**src/rtl/dial_lock_pkg.sv**
```systemverilog
// Shared types and constants for the rotary-dial combination lock.
package dial_lock_pkg;

  typedef logic [3:0] digit_t;

  typedef enum logic [1:0] {DIR_NONE, DIR_UP, DIR_DOWN} dir_t;

  localparam int unsigned NUM_DIGITS     = 6;
  localparam int unsigned DIAL_POSITIONS = 10;

  // Distance from one dial position to another, walking upward around the dial.
  function automatic digit_t dial_delta(digit_t from, digit_t to);
    logic [4:0] d;
    d = {1'b0, to} + 5'(DIAL_POSITIONS) - {1'b0, from};
    if (d >= 5'(DIAL_POSITIONS)) d = d - 5'(DIAL_POSITIONS);
    return d[3:0];
  endfunction

endpackage

```
**src/rtl/onehot_to_digit.sv**
```systemverilog
// Decodes a 10-bit one-hot dial position; anything not exactly one-hot is invalid.
module onehot_to_digit
  import dial_lock_pkg::*;
(
  input  logic [9:0] onehot_i,
  output digit_t     digit_o,
  output logic       valid_o
);

  always_comb begin
    digit_o = '0;
    valid_o = 1'b1;
    unique case (onehot_i)
      10'b00_0000_0001: digit_o = 4'd0;
      10'b00_0000_0010: digit_o = 4'd1;
      10'b00_0000_0100: digit_o = 4'd2;
      10'b00_0000_1000: digit_o = 4'd3;
      10'b00_0001_0000: digit_o = 4'd4;
      10'b00_0010_0000: digit_o = 4'd5;
      10'b00_0100_0000: digit_o = 4'd6;
      10'b00_1000_0000: digit_o = 4'd7;
      10'b01_0000_0000: digit_o = 4'd8;
      10'b10_0000_0000: digit_o = 4'd9;
      default:          valid_o = 1'b0;
    endcase
  end

endmodule

```
**src/rtl/dial_lock.sv**
```systemverilog
// Rotary-dial combination lock: each direction reversal latches a digit, tryopen evaluates.
// Optional consecutive-failure lockout is compiled in with DIAL_LOCK_LOCKOUT_EN.
module dial_lock
  import dial_lock_pkg::*;
#(
  parameter int unsigned MAX_FAILS = 3
) (
  input  logic       clk,
  input  logic       rst,
  input  logic [3:0] key0,
  input  logic [3:0] key1,
  input  logic [3:0] key2,
  input  logic [3:0] key3,
  input  logic [3:0] key4,
  input  logic [3:0] key5,
  input  logic [9:0] keypad,
  input  logic       tryopen,
  output logic       lockoutput
);

  localparam logic [2:0] LastIdx = 3'(NUM_DIGITS - 1);

  digit_t     kp_digit;
  logic       kp_valid;
  digit_t     pos_q;
  logic       pos_valid_q;
  dir_t       dir_q;
  logic [2:0] idx_q;
  logic       err_q;
  logic       tryopen_q;
  digit_t     digits_q [NUM_DIGITS-1];

  onehot_to_digit u_decode (
    .onehot_i (keypad),
    .digit_o  (kp_digit),
    .valid_o  (kp_valid)
  );

  digit_t delta;
  logic   step_up, step_dn, try_edge, open_ok;

  assign delta    = dial_delta(pos_q, kp_digit);
  assign step_up  = (delta == 4'd1);
  assign step_dn  = (delta == 4'd9);
  assign try_edge = tryopen && !tryopen_q;
  assign open_ok  = (idx_q == LastIdx) && (dir_q != DIR_NONE) && !err_q &&
                    (digits_q[0] == key0) && (digits_q[1] == key1) &&
                    (digits_q[2] == key2) && (digits_q[3] == key3) &&
                    (digits_q[4] == key4) && (pos_q == key5);

`ifdef DIAL_LOCK_LOCKOUT_EN
  localparam int unsigned CntW = (MAX_FAILS < 1) ? 1 : $clog2(MAX_FAILS + 1);
  localparam logic [CntW-1:0] MaxCnt = CntW'(MAX_FAILS);
  logic [CntW-1:0] fail_cnt_q;
`endif

  always_ff @(posedge clk) begin
    if (rst) begin
      lockoutput  <= 1'b0;
      pos_q       <= '0;
      pos_valid_q <= 1'b0;
      dir_q       <= DIR_NONE;
      idx_q       <= '0;
      err_q       <= 1'b0;
      tryopen_q   <= 1'b0;
      for (int i = 0; i < NUM_DIGITS - 1; i++) digits_q[i] <= '0;
`ifdef DIAL_LOCK_LOCKOUT_EN
      fail_cnt_q  <= '0;
`endif
    end else begin
      tryopen_q <= tryopen;
      if (try_edge) begin
`ifdef DIAL_LOCK_LOCKOUT_EN
        if (fail_cnt_q >= MaxCnt) begin
          lockoutput <= 1'b0;
        end else if (open_ok) begin
          lockoutput <= 1'b1;
          fail_cnt_q <= '0;
        end else begin
          lockoutput <= 1'b0;
          fail_cnt_q <= fail_cnt_q + CntW'(1);
        end
`else
        lockoutput <= open_ok;
`endif
        dir_q <= DIR_NONE;
        idx_q <= '0;
        err_q <= 1'b0;
        // A coincident dial move only sets the start position of the next attempt.
        if (kp_valid) begin
          pos_q       <= kp_digit;
          pos_valid_q <= 1'b1;
        end
      end else if (kp_valid) begin
        if (!pos_valid_q) begin
          pos_q       <= kp_digit;
          pos_valid_q <= 1'b1;
        end else if (kp_digit != pos_q) begin
          pos_q <= kp_digit;
          if (step_up || step_dn) begin
            if (dir_q == DIR_NONE) begin
              if (step_up) dir_q <= DIR_UP;
              else         err_q <= 1'b1;
            end else if ((dir_q == DIR_UP) != step_up) begin
              dir_q <= step_up ? DIR_UP : DIR_DOWN;
              if (idx_q == LastIdx) begin
                err_q <= 1'b1;
              end else begin
                digits_q[idx_q] <= pos_q;
                idx_q           <= idx_q + 3'd1;
              end
            end
          end else begin
            err_q <= 1'b1;
          end
        end
      end
    end
  end

endmodule

```
**config.mk**
```make
export PLATFORM = sky130hd
export DESIGN_NAME = dial_lock
export DESIGN_NICKNAME = d
export VERILOG_FILES = /design/src/rtl/dial_lock_pkg.sv /design/src/rtl/onehot_to_digit.sv /design/src/rtl/dial_lock.sv
export SDC_FILE = /design/constraint.sdc
export NUM_CORES = 1
export LEC_CHECK = 0
export ABC_AREA = 1
export BUFFER_PORTS_ARGS = -buffer_cell sky130_fd_sc_hd__buf_2
export CAP_MARGIN = 20
export CORE_UTILIZATION = 60
export CTS_CLUSTER_DIAMETER = 40
export DETAILED_ROUTE_END_ITERATION = 10
export PLACE_DENSITY = 0.92
export SLEW_MARGIN = 15
export SYNTH_ARGS = -nofsm -noshare
export SYNTH_HDL_FRONTEND = slang
export SYNTH_SLANG_ARGS = --single-unit
```
**constraint.sdc**
```tcl
create_clock -name clk -period 9 [get_ports clk]
set_input_delay 1.8 -clock clk [delete_from_list [all_inputs] [get_ports clk]]
set_output_delay 1.8 -clock clk [all_outputs]
set_load 0.03 [all_outputs]
```
======== Word-level counts from Yosys, hierarchy flattened ========
Memory sizes are Yosys's and may differ from the RTL's.
Index checks and enable logic that the tools add are counted.
W data, S select, Z words.
word-level totals
  register bits after elaboration ......... 13
  bits in writable memories ............... 20
  input bits .............................. 37
  output and inout bits ................... 1
  logic and storage cells ................. 96
  memories ................................ 1
memories
  name      depth  width  rd ports  clocked after Yosys merged registers in  wr ports  line             text
  digits_q  5      4      5         0                                        5         dial_lock.sv:31  digit_t digits_q [NUM_DIGITS-1];
cells by class
  add/sub/neg operators ................... 4
  $lt $le $gt $ge ......................... 1
  equality and inequality tests ........... 27
  mux-type cells .......................... 32
  bitwise operators ....................... 2
  reduce and logical (&&, ||, !) cells .... 22
operator list
  cell                    count
  $pmux W4 S9             1
  $mux W4                 7
  $eq A4 B4 Y1            6
  $mux W1                 19
  $reduce_and A6 Y1       2
  $eq A10 B1 Y1 const B   1
  $eq A10 B10 Y1 const B  1
  $eq A10 B2 Y1 const B   1
  $eq A10 B3 Y1 const B   1
  $eq A10 B4 Y1 const B   1
  $eq A10 B5 Y1 const B   1
  $eq A10 B6 Y1 const B   1
  $eq A10 B7 Y1 const B   1
  $eq A10 B8 Y1 const B   1
  $eq A10 B9 Y1 const B   1
  $reduce_or A10 Y1       1
  $logic_and A1 B1 Y1     9
  $mux W2                 4
  $reduce_and A7 Y1       1
  $ne A3 B1 Y1 const B    2
  $add A4 B4 Y5 const B   1
  $ge A5 B4 Y1 const B    1
  $sub A5 B4 Y5           1
  $eq A4 B1 Y1 const B    1
  19 further kinds        22

======== Depth between registers and ports, before layout ========
Gate-level depths: netlist of run 1.
  depth in word-level cells ............... 19
  depth in mapped cells ................... 24
  depth with buffers taken out ............ 23

======== By module ========
Synthesis of run 1 repeated with hierarchy kept, for this count alone.
unflattened totals
  cell total of the unflattened synthesis .. 301
  area total of the unflattened synthesis .. 2338.5 µm²
by module, submodules not included
  module           instances  cells an instance  area each (µm²)  sequential area each (µm²)
  dial_lock        1          238                2042.0           860.8
  onehot_to_digit  1          63                 296.5            0.0

======== Worst setup path before layout of run 1 ========
OpenSTA, ideal clock, no wires.
  path kind ............................... input-to-reg
  from .................................... input keypad[7]
  to ...................................... memory digits_q[2][0] (netlist bit), enable pin
  setup time .............................. 0.308 ns
  arrival time ............................ 4.654 ns
  required time ........................... 8.692 ns
  slack ................................... 4.038 ns
  stages on the path ...................... 22
  buffers on the path ..................... 1
  path through ............................ nor2_4 > nand2_4 > clkinv_2 > nand2_1 > nand2_2 > a311oi_1 > ha_1 > inv_1 > ha_1 > fa_1 > inv_1 > ha_1 > nand2_1 > nand2_2 > nand3_2 > nand2_1 > nor2_2 > nand3_1 > nand2_2 > buf_6 > nand4_4 > nand2_1
RTL lines
  item             line             text
  start, declared  dial_lock.sv:16  input logic [9:0] keypad,
  end, declared    dial_lock.sv:31

==> metrics.txt, run 1 <==
status finished, final reports clean; critical-path cell list buf_2, nor2_2, nand2_1, nor2_1, nand2_1, nand2_1, nor2_1, ha_1, inv_1, ha_1, fa_1, inv_1, ha_1, nand2_1, nand2_2, nand3_2, nand2_1, nor2_2, nand3_1, nand2_2, nand4_4, nand2_1; gr ovfl total 0; Max Freq 185 MHz; # hold bufs at CTS 0; Async SR Flop Fraction 0; Final GP Congestion 0.846; number of flops mapped to enable cells by yosys 20; Pwr Total 0.346 mW; hold depth 2; vias in the first global route 2097; Clock Pin Slew Worst Setup and Hold Paths 0.06 ns; Yosys cell types 35; max incr delay on CP 0.48 ns; Post-layout nets 438; M3 GR Usage 0.0400; first-pass GRT wire length 8920 um; clk buf depth 2; num ports 38; Post-CTS Setup Inserts 0; CP startpoint kind primary input; worst-margin pin slew 0.532 ns; Final ANT Viol Nets 0; Area Growth Syn to Fin 12.8%; initial antenna violation count 0; CTS root buffer clkbuf_8; ANT cells 0; Clock Sinks 33; most used routing layer met2; Hold WS 0.475 ns; Clock Skew 0.00836 ns; Skew-Pair Late Insertion Delay 0.29 ns; ys flop type edfxtp_1; Die W 68.1 um; synth warn 0; # fillers 315; Worst setup EP type flip-flop; placed inst area 2850 um2; total track usage 0.264; post-route minimum period 5.39 ns; Hold Vio Cnt, Final 0; Final setup viols 0; cts bufs inserted 5; met2 Usage GRT 0.485; DR WL/cell 12.6 um; DR vias/cell 5.29; Setup TNS 0 ns; worst endpoint required time 8.98 ns; post-synthesis sequential element count 33; PostCTS Resize Cnt 0; Leakage 1.37 nW; cell mode on critical path nand2_1; maximum vdd drop 149 uV; kind of critical path primary input to flip-flop; worst min-delay path class flip-flop to flip-flop; Post-Synthesis Net Count 396; drt total wl 5570 um; Critical-path top delay cell fa_1; worst-path maximum fanout 11; area of the die 4630 um2; final slew viol count 0; DRC Markers 0; Seq. cell area 861 um2; Final HPWL DP 4340 um; Final Worst Setup Slack 3.61 ns; Synth Instances 348; detailed-route via count 2332; final non-filler cell area 2950 um2; CTS tree done; RSZ-0062 raised after global routing no; max-cap viol count 0; I/O Buffers 37; Worst R2R Path Depth 14; met1 Track Usage GR 0.308; Post-Syn Area 2620 um2; die extent in y 68.1 um; critical path arrival 5.37 ns; Starting Density 0.641; Pwr Density 117 nW/um2; period utilization 0.599; DRT Pass-1 Iters 4; largest net degree at the start of global routing 12; initial DRC count 145; num rows 23; pre-CTS WS 3.36 ns; share of layout cells above drive strength 1 0.220; Mapped Avg Cell Area 7.52 um2; CTS H-tree depth 2; sequential fraction of the synthesis area 0.329; Core Area 4090 um2; area of the multi-input gates 1540 um2; Slew HR 0.644
## through the flow
| stage | instances | util |
|---|---|---|
| 2_1_floorplan | 348 | - |
| 3_3_place_gp | 433 | 0.697 |
| 3_5_place_dp | 433 | 0.697 |
| 4_1_cts | 441 | 0.723 |
| 5_1_grt | 441 | 0.723 |
| 6_report | 441 | 0.723 |
## worst paths after layout
path	slack, ns	start	endpoint
max	3.61	keypad[8]	digits_q[0][1]
min	0.48	err_q	err_q
max reg2reg	5.68	pos_q[2]	digits_q[0][1]
min reg2reg	0.48	err_q	err_q
## layer usage
layer | wire length (um) | vias to the layer above
li1 | - | 1200
met3 | 260 | 15
met5 | 0 | -
met1 | 2400 | 1043
met4 | 97 | 0
met2 | 2800 | 74
## placed cells by master (no fill, tap or decap), drive strengths merged, types with 2 or more instances in the layout
cell type  synthesis  routed
inv               51      51
xnor2             11      11
dfxtp             13      13
xor2               9       9
o21ai              4       4
a21oi             14      14
edfxtp            20      20
nor3               2       2
clkinv             1       2
buf                2      37
clkbuf             0       6
nand4             11      11
nor3b              2       2
ha                10      10
nor4               2       2
nand2             77      77
or2                5       5
nor2              75      75
nand3             34      34
## synth_stat cells (5+ instances only)
library cell	instances	share of area
edfxtp_1	20	0.23
dfxtp_1	13	0.099
nand3_1	27	0.052
ha_1	10	0.048
a21oi_1	12	0.023
inv_1	50	0.072
xor2_1	9	0.030
xnor2_1	11	0.037
nand4_1	6	0.014
nor2_2	9	0.022
nor2_1	62	0.089
nand2_2	8	0.019
nand4_4	5	0.041
nand3_2	6	0.023
nand2_1	67	0.096
## flip-flops by register name, indices dropped and copies added (netlist names)
| register | count |
|---|---|
| dir_q | 2 |
| err_q | 1 |
| digits_q | 20 |
| tryopen_q | 1 |
| lockoutput | 1 |
| idx_q | 3 |
| pos_q | 4 |
| pos_valid_q | 1 |
## layout make-up
class                           count  area share
Clock inverter                      2      0.0114
Inverter                           52      0.0665
Tap cell                           50      0.0212
Clock buffer                        6      0.0246
Multi-Input combinational cell    261       0.522
Sequential cell                    33       0.292
Timing Repair Buffer               37      0.0627
## power by group
part | switching (mW) | internal (mW) | leakage [nW]
logic | 0.0264 | 0.0180 | 1.02
clock network | 0.0528 | 0.0816 | 0.0528
registers | 0.00265 | 0.165 | 0.295
## worst max-delay path, delay by kind of cell
| kind | cells | cell delay (ns) |
|---|---|---|
| adder cells (fa/ha/maj) | 4 | 1.20 |
| buffers and inverters | 3 | 0.22 |
| AND/OR/NAND/NOR | 15 | 2.13 |
## cells by family (layout without fill, tap and decap cells)
group	Yosys count	in the layout	share of synthesized area
AO/OA/AOI/OAI	21	21	0.0464
XOR/XNOR	20	20	0.0669
adder cells (fa/ha/maj)	11	11	0.0554
buffers and inverters	54	97	0.0822
flip-flops	33	33	0.329
AND/OR/NAND/NOR	209	209	0.420
Note: power is estimated with default switching activity, not from simulation.
==> inputs of run 2 (changes only) <==
--- a/config.mk
+++ b/config.mk
@@ -8,10 +8,10 @@
 export ABC_AREA = 1
 export BUFFER_PORTS_ARGS = -buffer_cell sky130_fd_sc_hd__buf_2
 export CAP_MARGIN = 20
-export CORE_UTILIZATION = 60
+export CORE_UTILIZATION = 58
 export CTS_CLUSTER_DIAMETER = 40
 export DETAILED_ROUTE_END_ITERATION = 10
-export PLACE_DENSITY = 0.92
+export PLACE_DENSITY = 0.9
 export SLEW_MARGIN = 15
 export SYNTH_ARGS = -nofsm -noshare
 export SYNTH_HDL_FRONTEND = slang
==> constraint.sdc (replaced) <==
create_clock -name clk -period 5.6 [get_ports clk]
set_input_delay 1.12 -clock clk [delete_from_list [all_inputs] [get_ports clk]]
set_output_delay 1.12 -clock clk [all_outputs]
set_load 0.03 [all_outputs]
==> run 2 against run 1 <==
Via count decreased by 1.0%. Power grew 60%. Setup slack got worse by 2.6 ns. Critical endpoint is now digits_q[2][2]. Largest cell class unchanged.
==> metrics.txt, run 2 (same netlist as run 1, synthesis figures left out) <==
status finished, final reports clean; CTS root buffer clkbuf_8; detailed-route via count 2308; RSZ-0062 raised after global routing no; Post-CTS Setup Inserts 0; Final ANT Viol Nets 0; Sw Share 0.231; Pwr Density 187 nW/um2; combinational share of power 0.129; DR vias/cell 5.21; area of the die 4790 um2; total track usage 0.232; initial DRC count 144; worst min-delay path class flip-flop to flip-flop; cts bufs inserted 5; post-route minimum period 4.63 ns; clock power share 0.385; largest net degree at the start of global routing 12; CTS tree done; Slew HR 0.630; Post-layout nets 438; Clock Sinks 33; # hold bufs at CTS 0; number of flip-flops in the largest register 20; commonest non-fill, non-tap cell in the layout nand2_1; # fillers 347; commonest cells after routing, fill and taps aside 67 x nand2_1, 62 x nor2_1, 50 x inv_1, 37 x buf_2, 27 x nand3_1; ANT cells 0; vias in the first global route 2184; Setup TNS 0 ns; num rows 24; Regs by FF count digits_q (20), pos_q (4), idx_q (3); gr ovfl total 0; CP startpoint kind primary input; Pwr Total 0.553 mW; Core Area 4350 um2; Starting Density 0.601; Skew-Pair Late Insertion Delay 0.29 ns; period utilization 0.828; kind of critical path primary input to flip-flop; DR WL/cell 11.6 um; area of the multi-input gates 1540 um2; Die W 69.2 um; Hold Vio Cnt, Final 0; Clock Pin Slew Worst Setup and Hold Paths 0.06 ns; CTS H-tree depth 2; Seq. cell area 861 um2; worst-path maximum fanout 11; Clock Skew 0.00304 ns; PostCTS Resize Cnt 0; Final setup viols 0; critical path arrival 4.62 ns; Area Growth Syn to Fin 12.9%; sequential share of power 0.486; Max Freq 216 MHz; Internal Pwr Total 0.425 mW; die extent in y 69.2 um; Final Core Density 0.679; DRT Pass-1 Iters 4; Worst setup EP type flip-flop; Final HPWL DP 4290 um; worst endpoint required time 5.59 ns; worst-margin pin slew 0.552 ns; first-pass GRT wire length 8940 um; DRC Markers 0; max-cap viol count 0; clk buf depth 2; Leakage 1.37 nW; final slew viol count 0; maximum vdd drop 104 uV; Largest Register digits_q; NetSw 0.128 mW; num ports 38; I/O Buffers 37; drt total wl 5140 um; initial antenna violation count 0; Final GP Congestion 1.03; share of layout cells above drive strength 1 0.220
## run 2: cell counts in the layout (fill, tap and decap cells not counted)
No cell type changed its count.
## run 2: final cells by class
class / instances / share of cell area
clock inverters: 2 / 0.0114
repair buffers: 37 / 0.0627
multi-input cells: 261 / 0.522
clock buffers: 6 / 0.0246
inverters: 52 / 0.0665
flip-flops and latches: 33 / 0.291
well taps: 52 / 0.0220
## run 2: per-layer routing
metal / routed length (um) / track usage / vias up / part of all wire
li1: - / - / 1202 / -
met4: 122 / 0.127 / 0 / 0.024
met3: 259 / 0.0422 / 13 / 0.050
met5: 0 / 0 / - / 0
met2: 2590 / 0.411 / 70 / 0.50
met1: 2170 / 0.262 / 1023 / 0.42
## run 2: metrics by stage
step / instance area, um2 / worst slack [ns] / hold WS (ns) / instances
2_1_floorplan: 2620 / 1.32 / 0.430 / 348
3_3_place_gp: 2850 / 0.746 / 0.443 / 435
3_5_place_dp: 2850 / 0.643 / 0.456 / 435
4_1_cts: 2960 / 0.958 / 0.463 / 443
5_1_grt: 2960 / 0.652 / 0.484 / 443
6_report: 2960 / 0.966 / 0.459 / 443
## run 2: critical path: stages
cell,delay [ns]
buf_2,0.12
nor2_2,0.36
nand2_1,0.12
nor2_1,0.13
nand2_1,0.08
nand2_2,0.08
nor2_1,0.06
ha_1,0.29
inv_1,0.04
ha_1,0.23
fa_1,0.49
inv_1,0.06
ha_1,0.20
nand2_1,0.08
nand2_2,0.07
nand3_2,0.10
nand2_1,0.06
nor2_2,0.11
nand3_1,0.12
nand2_2,0.31
nand4_4,0.19
nand2_1,0.20
## run 2: power by group through the flow
stage / registers, mW / logic (mW) / clock network [mW]
2_1_floorplan: 0.273 / 0.0455 / 0
3_3_place_gp: 0.274 / 0.0683 / 0
3_5_place_dp: 0.274 / 0.0709 / 0
4_1_cts: 0.269 / 0.0713 / 0.214
5_1_grt: 0.270 / 0.0804 / 0.227
6_report: 0.269 / 0.0712 / 0.213
## run 2: path summary, 6_finish.rpt
path / from / to / slack [ns] / cells after the start
min: err_q / err_q / 0.46 / 2
max reg2reg: pos_q[2] / digits_q[2][2] / 2.36 / 14
min reg2reg: err_q / err_q / 0.46 / 2
max: keypad[8] / digits_q[2][2] / 0.97 / 22
==> inputs of run 3 (changes only) <==
--- a/config.mk
+++ b/config.mk
@@ -8,10 +8,10 @@
 export ABC_AREA = 1
 export BUFFER_PORTS_ARGS = -buffer_cell sky130_fd_sc_hd__buf_2
 export CAP_MARGIN = 20
-export CORE_UTILIZATION = 58
+export CORE_UTILIZATION = 52
 export CTS_CLUSTER_DIAMETER = 40
 export DETAILED_ROUTE_END_ITERATION = 10
-export PLACE_DENSITY = 0.9
+export PLACE_DENSITY = 0.86
 export SLEW_MARGIN = 15
 export SYNTH_ARGS = -nofsm -noshare
 export SYNTH_HDL_FRONTEND = slang
==> constraint.sdc (replaced) <==
create_clock -name clk -period 3.8 [get_ports clk]
set_input_delay 0.76 -clock clk [delete_from_list [all_inputs] [get_ports clk]]
set_output_delay 0.76 -clock clk [all_outputs]
set_load 0.03 [all_outputs]
==> run 3 against run 2 <==
Sequential cell count is the same. Register-to-register slack lost 1.6 ns. Die area grew 11%. Global-route usage grew 2.2 points. Power grew 46%. Setup slack lost 0.90 ns. Clock skew grew 0.0049 ns. Via count grew 13%. Critical endpoint is now digits_q[4][2].
==> metrics.txt, run 3 (same netlist as run 1, synthesis figures left out) <==
worst-path maximum fanout 6; num rows 25; RSZ-0062 raised after global routing yes; Final HPWL DP 5120 um; largest net degree at the start of global routing 11; status finished, final reports clean; Post-layout nets 487; Core Area 4790 um2; area of the die 5320 um2; DRT Pass-1 Iters 5; Slew HR 0.633; maximum vdd drop 132 uV; period utilization 0.983; Regs by FF count digits_q (20), pos_q (4), idx_q (3); critical path arrival 3.88 ns; CTS H-tree depth 2; Clock Sinks 33; worst endpoint required time 3.94 ns; critical-path cell list buf_8, inv_1, nand2_1, nor2_2, nand3_2, nand2_1, nor2_4, ha_4, inv_4, ha_4, fa_1, inv_2, ha_4, xor2_1, nand2_1, nand2_1, nand3_2, nand2_8, nand4_4, buf_6, nor2_1; CP startpoint kind primary input; Area Growth Syn to Fin 37.3%; Hold Vio Cnt, Final 0; num ports 38; detailed-route via count 2605; Hold WS 0.457 ns; Final Core Density 0.751; max-cap viol count 0; Final setup viols 0; commonest cells after routing, fill and taps aside 53 x nand2_1, 53 x nor2_1, 52 x buf_4, 43 x inv_1, 28 x buf_2; DR WL/cell 13.7 um; Die W 73.0 um; final non-filler cell area 3590 um2; CTS tree done; CTS root buffer clkbuf_8; die extent in y 73.0 um; final slew viol count 0; total track usage 0.254; share of layout cells above drive strength 1 0.402; cts bufs inserted 5; r2r setup slk 0.78 ns; Final GP Congestion 0.891; post-route minimum period 3.74 ns; initial antenna violation count 0; pre-CTS WS -0.338 ns; worst min-delay path class flip-flop to flip-flop; worst-margin pin slew 0.548 ns; gr ovfl total 0; DR vias/cell 5.14; kind of critical path primary input to flip-flop; max incr delay on CP 0.52 ns; Largest Register digits_q; DRC Markers 0; Starting Density 0.547; Final Worst Setup Slack 0.0628 ns; Worst setup EP type flip-flop; I/O Buffers 37; Critical-path top delay cell fa_1; vias in the first global route 2459; first-pass GRT wire length 10200 um; number of flip-flops in the largest register 20; Max Freq 268 MHz; Pwr Density 224 nW/um2; initial DRC count 140; ANT cells 0; drt total wl 6940 um; Skew-Pair Late Insertion Delay 0.30 ns; Final ANT Viol Nets 0; Leakage 1.66 nW; cell mode on critical path nand2_1; placed inst area 3290 um2; Clock Pin Slew Worst Setup and Hold Paths 0.06 ns; Clock Skew 0.00793 ns; clk buf depth 2; Pwr Total 0.806 mW
-- run 3: cell types whose count changed in the layout (fill, tap and decap cells not counted), sizes merged --
cell,previous run,this run
clkinv,2,3
buf,37,86
bufinv,1,0
-- run 3: layout make-up --
| class | instances | area [um2] |
|---|---|---|
| Clock buffer | 6 | 72.6 |
| Clock inverter | 2 | 10.0 |
| Fill cell | 333 | 1190 |
| Inverter | 52 | 203 |
| Multi-Input combinational cell | 261 | 1760 |
| Sequential cell | 33 | 861 |
| Tap cell | 67 | 83.8 |
| Timing Repair Buffer | 86 | 602 |
-- run 3: report_power, final --
group	switching, mW	total (mW)	internal [mW]	leakage (nW)
clock	0.133	0.260	0.127	0.0450
sequential	0.00577	0.395	0.390	0.299
combinational	0.0809	0.151	0.0702	1.31
total	0.220	0.806	0.587	1.66
-- run 3: critical path: cells and delay by family --
family | cells | cell delay (ns)
adders and majority gates | 4 | 1.12
buffers and inverters | 5 | 0.46
xor gates and xnor gates | 1 | 0.21
and+or+nand+nor | 11 | 1.30
-- run 3: repair_timing --
item	4_1_cts	5_1_grt
resized for setup	7	44
pin swaps	9	23
hold buffers	0	0
gates cloned	0	0
setup endpoints to repair	40	43
buffers inserted	2	3
-- run 3: path summary, 6_finish.rpt --
check,start,end,depth (start not counted)
max,keypad[0],digits_q[4][2],21
max reg2reg,pos_q[2],digits_q[4][2],13
min,lockoutput,lockoutput,2
min reg2reg,lockoutput,lockoutput,2
-- run 3: through the flow --
| stage | cells | setup TNS (ns) |
|---|---|---|
| after global placement | 494 | -7.10 |
| after floorplan | 348 | -0.00654 |
| after global routing | 507 | -2.71 |
| after CTS | 504 | 0 |
| final | 507 | 0 |
| after detailed placement | 494 | -13.70 |
-- run 3: layer usage --
metal,GRT usage,vias up,share of wire
li1,-,1305,-
met1,0.264,1192,0.37
met2,0.496,89,0.56
met3,0.0345,19,0.044
met4,0.122,0,0.032
met5,0,-,0
